==> config.mk <==
export PLATFORM = sky130hd
export DESIGN_NAME = fpga_config_loader
export DESIGN_NICKNAME = d
export VERILOG_FILES = /design/src/rtl/fpga_config_loader.sv
export SDC_FILE = /design/constraint.sdc
export NUM_CORES = 1
export LEC_CHECK = 0
export ABC_AREA = 1
export CAP_MARGIN = 20
export CORE_MARGIN = 10
export CORE_UTILIZATION = 63
export CTS_CLUSTER_DIAMETER = 60
export DETAILED_ROUTE_END_ITERATION = 8
export GPL_ROUTABILITY_DRIVEN = 1
export HOLD_SLACK_MARGIN = 0.08
export PLACE_DENSITY = 0.88
export SYNTH_ARGS = -nofsm -noshare
export SYNTH_HDL_FRONTEND = slang
export SYNTH_SLANG_ARGS = --single-unit
==> constraint.sdc <==
create_clock -name clk -period 4.1 [get_ports clk]
set_input_delay 0.615 -clock clk [delete_from_list [all_inputs] [get_ports clk]]
set_output_delay 0.615 -clock clk [all_outputs]
set_load 0.005 [all_outputs]
==> src/rtl/fpga_config_loader.sv <==
// Serial configuration loader: hunts for a sync word, shifts a fixed-length
// payload into a scan chain while running a CRC-8, then checks the trailing
// CRC byte. The user fabric is held in reset unless a frame has been loaded
// and verified.
module fpga_config_loader #(
  parameter int          CHAIN_LEN = 64,
  parameter logic [7:0]  SYNC_WORD = 8'hA5,
  parameter logic [7:0]  CRC_POLY  = 8'h07
) (
  input  logic clk,
  input  logic rst,
  input  logic cfg_in,
  input  logic cfg_valid,
  input  logic cfg_abort,
  output logic chain_en,
  output logic chain_data,
  output logic fabric_rst,
  output logic busy,
  output logic done,
  output logic crc_err
);

  // One counter serves both the payload phase and the 8-bit CRC phase; it
  // is sized for the payload, which is always the longer of the two.
  localparam int                 CNT_W        = $clog2(CHAIN_LEN + 1);
  localparam logic [CNT_W-1:0]   CNT_ONE      = CNT_W'(1);
  localparam logic [CNT_W-1:0]   LAST_PAYLOAD = CNT_W'(CHAIN_LEN - 1);
  localparam logic [CNT_W-1:0]   LAST_CRC_BIT = CNT_W'(7);

  typedef enum logic [2:0] {
    IDLE  = 3'd0,
    LOAD  = 3'd1,
    CRC   = 3'd2,
    DONE  = 3'd3,
    ERROR = 3'd4
  } state_t;

  state_t           state_reg, state_next;
  logic [7:0]       sync_reg, sync_next;
  logic [CNT_W-1:0] cnt_reg, cnt_next;
  logic [7:0]       crc_reg, crc_next;
  logic [7:0]       rx_crc_reg, rx_crc_next;
  logic             chain_en_reg, chain_en_next;
  logic             chain_data_reg, chain_data_next;

  // Candidate values when the current bit is accepted; the FSM decides
  // which of them are actually committed.
  logic [7:0] sync_shift;
  logic [7:0] rx_crc_shift;
  logic [7:0] crc_step;
  logic       crc_fb;

  assign sync_shift   = {sync_reg[6:0], cfg_in};
  assign rx_crc_shift = {rx_crc_reg[6:0], cfg_in};
  assign crc_fb       = crc_reg[7] ^ cfg_in;
  assign crc_step     = {crc_reg[6:0], 1'b0} ^ (crc_fb ? CRC_POLY : 8'h00);

  // State and datapath registers; reset abandons any partial load.
  always_ff @(posedge clk or posedge rst) begin
    if (rst) begin
      state_reg      <= IDLE;
      sync_reg       <= 8'h00;
      cnt_reg        <= '0;
      crc_reg        <= 8'h00;
      rx_crc_reg     <= 8'h00;
      chain_en_reg   <= 1'b0;
      chain_data_reg <= 1'b0;
    end else begin
      state_reg      <= state_next;
      sync_reg       <= sync_next;
      cnt_reg        <= cnt_next;
      crc_reg        <= crc_next;
      rx_crc_reg     <= rx_crc_next;
      chain_en_reg   <= chain_en_next;
      chain_data_reg <= chain_data_next;
    end
  end

  // Next-state logic: abort beats everything, idle cycles hold all state,
  // and each accepted bit advances exactly one phase of the frame.
  always_comb begin
    state_next      = state_reg;
    sync_next       = sync_reg;
    cnt_next        = cnt_reg;
    crc_next        = crc_reg;
    rx_crc_next     = rx_crc_reg;
    chain_en_next   = 1'b0;
    chain_data_next = 1'b0;

    if (cfg_abort) begin
      // The bit presented alongside an abort is dropped on purpose.
      state_next  = IDLE;
      sync_next   = 8'h00;
      cnt_next    = '0;
      crc_next    = 8'h00;
      rx_crc_next = 8'h00;
    end else if (cfg_valid) begin
      unique case (state_reg)
        IDLE, DONE, ERROR: begin
          // Matching on the shifted value lets the very next accepted bit
          // already count as payload bit 0.
          if (sync_shift == SYNC_WORD) begin
            state_next  = LOAD;
            sync_next   = 8'h00;
            cnt_next    = '0;
            crc_next    = 8'h00;
            rx_crc_next = 8'h00;
          end else begin
            sync_next = sync_shift;
          end
        end

        LOAD: begin
          // The sync register is frozen here, so payload that happens to
          // contain the sync pattern cannot restart framing.
          chain_en_next   = 1'b1;
          chain_data_next = cfg_in;
          crc_next        = crc_step;
          if (cnt_reg == LAST_PAYLOAD) begin
            state_next = CRC;
            cnt_next   = '0;
          end else begin
            cnt_next = cnt_reg + CNT_ONE;
          end
        end

        CRC: begin
          rx_crc_next = rx_crc_shift;
          if (cnt_reg == LAST_CRC_BIT) begin
            state_next = (rx_crc_shift == crc_reg) ? DONE : ERROR;
            cnt_next   = '0;
          end else begin
            cnt_next = cnt_reg + CNT_ONE;
          end
        end

        default: begin
          state_next = IDLE;
        end
      endcase
    end
  end

  // Status outputs decode straight from the state register so they are
  // correct during reset and in the first cycle of each state.
  always_comb begin
    busy       = 1'b0;
    done       = 1'b0;
    crc_err    = 1'b0;
    fabric_rst = 1'b1;
    unique case (state_reg)
      LOAD, CRC: busy = 1'b1;
      DONE: begin
        done       = 1'b1;
        fabric_rst = 1'b0;
      end
      ERROR:   crc_err = 1'b1;
      default: ;
    endcase
  end

  assign chain_en   = chain_en_reg;
  assign chain_data = chain_data_reg;

endmodule

==> results of run 1 <==
## cells by family after synthesis
family | synth area share (%)
and+or+nand+nor | 32.29
adders and majority gates | 0.6943
xor gates and xnor gates | 5.834
AOI/OAI and AO/OA | 7.709
buffers and inverters | 6.250
DFF | 47.22
## path summary, 6_finish.rpt
check	start	to	slack, ns	depth (start not counted)
min in group asynchronous	rst	chain_en$_DFF_PP0_	0.56	2
min reg2reg	crc_reg[0]$_DFFE_PP0P_	crc_reg[0]$_DFFE_PP0P_	0.53	2
max in group asynchronous	rst	state_reg[0]$_DFFE_PP0P_	2.90	3
min	crc_reg[0]$_DFFE_PP0P_	crc_reg[0]$_DFFE_PP0P_	0.53	2
max reg2reg	cnt_reg[0]$_DFFE_PP0P_	state_reg[0]$_DFFE_PP0P_	2.34	9
max	state_reg[1]$_DFFE_PP0P_	busy	1.65	4
## through the flow
| stage | power, mW | area (µm²) | util (%) | instances |
|---|---|---|---|---|
| after CTS | 0.5746 | 1997 | 73.04 | 288 |
| after global routing | 0.5930 | 1997 | 73.04 | 288 |
| after detailed placement | 0.3774 | 1933 | 70.71 | 280 |
| after global placement | 0.3767 | 1933 | 70.71 | 280 |
| final | 0.5733 | 1997 | 73.04 | 288 |
| after floorplan | 0.3665 | 1802 | - | 240 |
## synth_stat cells
| cell | count |
|---|---|
| o22ai_1 | 3 |
| o21ai_0 | 10 |
| nand4_1 | 4 |
| o31ai_1 | 1 |
| buf_6 | 1 |
| ha_1 | 1 |
| inv_1 | 24 |
| nor3_1 | 1 |
| o211ai_1 | 1 |
| nand3_2 | 1 |
| a21oi_1 | 3 |
| clkbuf_1 | 1 |
| nand2_1 | 94 |
| clkinv_1 | 2 |
| xor2_1 | 3 |
| o21ai_1 | 8 |
| dfrtp_1 | 34 |
| nor2_1 | 15 |
| nand3_1 | 17 |
| nand2_2 | 4 |
| nor3_2 | 1 |
| xnor2_1 | 9 |
| nor2_2 | 2 |
## worst min-delay path, stage by stage, from the launching register on
cell and delay (ns):
dfrtp_1 0.38, nand2_1 0.07, nand2_1 0.06
## metal layers
layer  global-route usage, %  vias to the layer above
li1                        -                      792
met3                   3.230                        9
met1                   18.52                      710
met5                       0                        -
met4                   9.524                        0
met2                   24.72                       31
## report_power, final
part	switching (mW)	leakage, nW	internal, mW
Clock	0.120	0.0343	0.0824
Sequential	0.000859	0.474	0.337
Combinational	0.0244	0.497	0.00897
## area by class of cell
class                   instances  area (µm²)
fillers                       220       737.0
well taps                      31       38.79
repair buffers                 11       107.6
flip-flops and latches         34       850.8
clock buffers                   6       51.30
inverters                      26       97.59
multi-input cells             178       838.3
clock inverters                 2       12.51
==> out/metrics.yaml, run 1 <==
run_status:
  status: "completed"
setup_path:
  critical_path_buf_inv_count: 2
  end_kind: "primary output"
  cp_cell_sequence: "nor3_2, inv_1, nand2_1, clkdlybuf4s50_1"
  cp-start-kind: "register"
  crit_fanout: 6
  critPathSlowestCell: "clkdlybuf4s50_1"
  crit_family: "buffers and inverters"
  worstSetupPathType: "reg2out"
  cpPeakStageDelay_ns: 0.50
  cp.arrival_ns: 1.83
  worstPathRequired_ns: 3.48
pwr:
  cellPowerDensity_mw_per_mm2: 287.1
  leakage_nw: 1.006
  vdd_ir_drop_max_mv: 0.2812
clocking:
  cts_tree: "built"
  cts_resized: 0
  cts_setup_buffers: 0
  clkLatencyLatePin_ns: 0.35
  cts_root_buffer: "clkbuf_4"
  cts_sinks: 34
  clkTransAtPathRegs_ns: 0.11
  cts_hold_buf: 0
  cts.htree.levels: 2
  clockBufferDepth: 2
  cts_buffers: 5
finish:
  area_growth_pct: 10.83
  layout_common_cells: "nand2_1, dfrtp_1, inv_1"
  largest_register_ffs: 8
  antenna_cells: 0
  layout-drive-gt1-share_pct: 6.615
  fin_nets: 262
  final_common_cell: "nand2_1"
timing:
  rsz0062_at_grt: "false"
  finalSetupTns_ns: 0
  fin_crit_sh_pct: 59.66
  setup_viol: 0
  hold_viol: 0
  max_freq_mhz: 408.8
  whs_ns: 0.5307
  setup_slack_ns: 1.654
  maxSlewViolCount: 0
  layout_min_cycle_time_ns: 2.446
  max_slew_margin_pct: 67.55
  tightest_slew_ns: 0.4838
  finalClockSkew_ns: 0.01265
die:
  initial_core_util_pct: 65.90
  core_mm2: 0.002734
  rows: 19
  die_area_mm2: 0.005399
  die_h_um: 73.48
  fp.dieW_um: 73.48
  pin_count: 11
detailed_routing:
  wl_um: 3709
  dr.pass1.iters: 4
  vias: 1542
  wl_met3_um: 151
  route.detailed.drc: 0
  postRouteAntennaNets: 0
  met1_length_um: 1636
  maxUsedRoutingLayer: "met4"
  wl_per_cell_um: 12.88
  avgViaCountPerCell: 5.354
  first_iter_violations: 164
  wl_met2_um: 1837
global_routing:
  antenna_found_initial: 0
  track_usage_pct: 15.48
  grt_overflow: 0
  grt_pass1_vias: 1494
  grt_max_degree: 23
  grt_pass1_wl_um: 6630
placement:
  dp_hpwl_um: 2646
  gp_congestion: 0.9121
  dp_worst_setup_slack_ns: 1.596
  numPortBuffers: 10
synth:
  ys_ff_latch: 34
  ys_types: 23
  synth_area_per_cell_um2: 7.507
  syn_inst: 240
  synth_nets: 246
  synth_top_area_cell: "dfrtp_1"
  post-synth-top-area-fraction_pct: 47.22
  ys_seq_area_share_pct: 47.22
  synthTopCellsByArea: "dfrtp_1, nand2_1, inv_1, nand3_1, xnor2_1"
  ys_warn_count: 0
  synth_area_mm2: 0.001802
worst_hold_path:
  hold_class: "reg2reg"
flow_run:
  maxCapViolations: 0
No activity file was read; power rests on OpenSTA's default activity.
==> run 2: changes to the inputs <==
- CORE_UTILIZATION: 63 -> 58
- PLACE_DENSITY: 0.88 -> 0.82
- clock period: 4.1 -> 2.4 ns (I/O delays scaled with it)
==> run 2 against run 1 <==
Effect of this change: first-iteration DRC count is 18% lower; critical path depth unchanged; sequential power up 70%; flip-flop and latch count unchanged; clock power increased by 70%; non-clock buffer count rose by 1; largest cell class unchanged; highest routed layer unchanged.
==> out/metrics.yaml, run 2 (synthesis gave the netlist of run 1 again) <==
pwr:
  vdd_ir_drop_max_mv: 0.3821  # +36%
  switchingPower_mw: 0.2454  # +69%
  cellPowerDensity_mw_per_mm2: 487.1  # +70%
  combPwrFrac_pct: 5.9  # about the same
  swShare_pct: 25.10  # -0.24 points
  p_int_mw: 0.7321  # +71%
  leakage_nw: 1.010  # +0.48%
  p_total_mw: 0.9775  # +71%
  power_frac_clock_pct: 35.1  # -0.2 points
  seqPwrFrac_pct: 59.0  # about the same
timing:
  max_freq_mhz: 454.1
  whs_ns: 0.3846  # -0.1462 ns
  maxSlewViolCount: 0  # unchanged
  setup_slack_ns: 0.1977  # -1.456 ns
  setup_viol: 0  # unchanged
  rsz0062_at_grt: "false"
  finalSetupTns_ns: 0  # unchanged
  finalClockSkew_ns: 0.01201  # -0.0006438 ns
  layout_min_cycle_time_ns: 2.202
  max_slew_margin_pct: 71.34  # +3.8 points
  tightest_slew_ns: 0.4300  # -0.05385 ns
  hold_viol: 0  # unchanged
  fin_crit_sh_pct: 91.76
finish:
  layout-drive-gt1-share_pct: 6.977  # +0.36 points
  layout_common_cells: "nand2_1, dfrtp_1, inv_1"
  final_core_util_pct: 66.83  # -6.2 points
  final_common_cell: "nand2_1"
  fin_nets: 263  # +0.38%
  largest_register_ffs: 8  # unchanged
  fill_cells: 265  # +20%
  antenna_cells: 0  # unchanged
  area_growth_pct: 11.39
placement:
  dp_worst_setup_slack_ns: 0.4142  # -1.182 ns
  numPortBuffers: 10  # unchanged
  gp_congestion: 0.8826  # -3.2%
  dp_hpwl_um: 2602  # -1.7%
setup_path:
  cp-start-kind: "register"
  cp_cell_sequence: "nor3_2, inv_1, nand2_1, clkdlybuf4s50_1"
  end_kind: "primary output"
  cpPeakStageDelay_ns: 0.50  # about the same
  worstSetupPathType: "reg2out"
  critPathSlowestCell: "clkdlybuf4s50_1"
  crit_fanout: 6  # unchanged
  r2r_cells: 9  # unchanged
  cp.arrival_ns: 1.84  # about the same
  rrSetupSlack_ns: 0.66  # -1.68 ns
  worstPathRequired_ns: 2.04  # -1.44 ns
global_routing:
  grt_pass1_vias: 1426  # -4.6%
  track_usage_pct: 14.71  # -0.76 points
  grt_max_degree: 35  # +52%
  grt_pass1_wl_um: 6444  # -2.8%
  grt_overflow: 0  # unchanged
  antenna_found_initial: 0  # unchanged
clocking:
  cts_resized: 0  # unchanged
  cts_sinks: 34  # unchanged
  cts.htree.levels: 2  # unchanged
  cts_root_buffer: "clkbuf_4"
  cts_tree: "built"
  cts_setup_buffers: 0  # unchanged
  clockBufferDepth: 2  # unchanged
  cts_buffers: 5  # unchanged
  clkLatencyLatePin_ns: 0.36  # about the same
  clkTransAtPathRegs_ns: 0.11  # about the same
  cts_hold_buf: 0  # unchanged
flow_run:
  maxCapViolations: 0  # unchanged
detailed_routing:
  dr.pass1.iters: 4  # unchanged
  wl_per_cell_um: 12.44  # -3.4%
  wl_um: 3620  # -2.4%
  vias: 1533  # -0.58%
  first_iter_violations: 135  # -18%
  avgViaCountPerCell: 5.268  # -1.6%
  route.detailed.drc: 0  # unchanged
  postRouteAntennaNets: 0  # unchanged
run_status:
  status: "completed"
die:
  pin_count: 11  # unchanged
  die_h_um: 75.74  # +3.1%
  die_area_mm2: 0.005736  # +6.2%
  core_mm2: 0.003003  # +9.8%
  rows: 20  # +1
  fp.dieW_um: 75.74  # +3.1%
  initial_core_util_pct: 60.00  # -5.9 points
worst_hold_path:
  hold_class: "in2async"
==> run 2: cell count changes in the layout (fill, tap and decap cells not counted) <==
cell and change:
buf_4 +1
==> run 2: layout make-up <==
| type | instances | area (µm²) | share of cell area [%] |
|---|---|---|---|
| clock buffers | 6 | 51.30 | 2.556 |
| clock inverters | 2 | 12.51 | 0.6234 |
| inverters | 26 | 97.59 | 4.863 |
| multi-input cells | 178 | 838.3 | 41.77 |
| flip-flops and latches | 34 | 850.8 | 42.39 |
| well taps | 33 | 41.29 | 2.057 |
| repair buffers | 12 | 115.1 | 5.736 |
==> run 2: worst max-delay path: cells and delay by family, from the launching register on <==
kind,cells,cell delay (ns)
buffers and inverters,2,0.67
DFF,1,0.47
and+or+nand+nor,2,0.36
==> run 2: path summary, 6_finish.rpt <==
kind | startpoint | end
setup / recovery | state_reg[1]$_DFFE_PP0P_ | busy
hold / removal | rst | rx_crc_reg[0]$_DFFE_PP0P_
setup reg to reg | cnt_reg[0]$_DFFE_PP0P_ | state_reg[1]$_DFFE_PP0P_
hold reg to reg | crc_reg[0]$_DFFE_PP0P_ | crc_reg[0]$_DFFE_PP0P_
max in group asynchronous | rst | state_reg[0]$_DFFE_PP0P_
min in group clk | crc_reg[0]$_DFFE_PP0P_ | crc_reg[0]$_DFFE_PP0P_
==> run 2: metal layers <==
layer	track usage (%)	routed length [µm]	share of wire (%)	vias to the layer above
met5	0	0	0	-
met4	7.010	72	2.0	0
met3	4.427	173	4.8	6
met2	22.76	1672	46	25
met1	18.30	1701	47	712
li1	-	-	-	790
==> run 2: metrics by stage <==
step                      area [µm²]  cells
after floorplan                 1802    240
after global placement          1943    283
after detailed placement        1943    283
after CTS                       2007    291
after global routing            2007    291
final                           2007    291
==> run 2: power groups by stage <==
stage	sequential (mW)	combinational (mW)	clock [mW]
floorplan	0.587	0.0387	0
global placement	0.588	0.0579	0
detailed placement	0.588	0.0587	0
CTS	0.577	0.0588	0.356
global route	0.577	0.0663	0.381
finish	0.576	0.0579	0.343
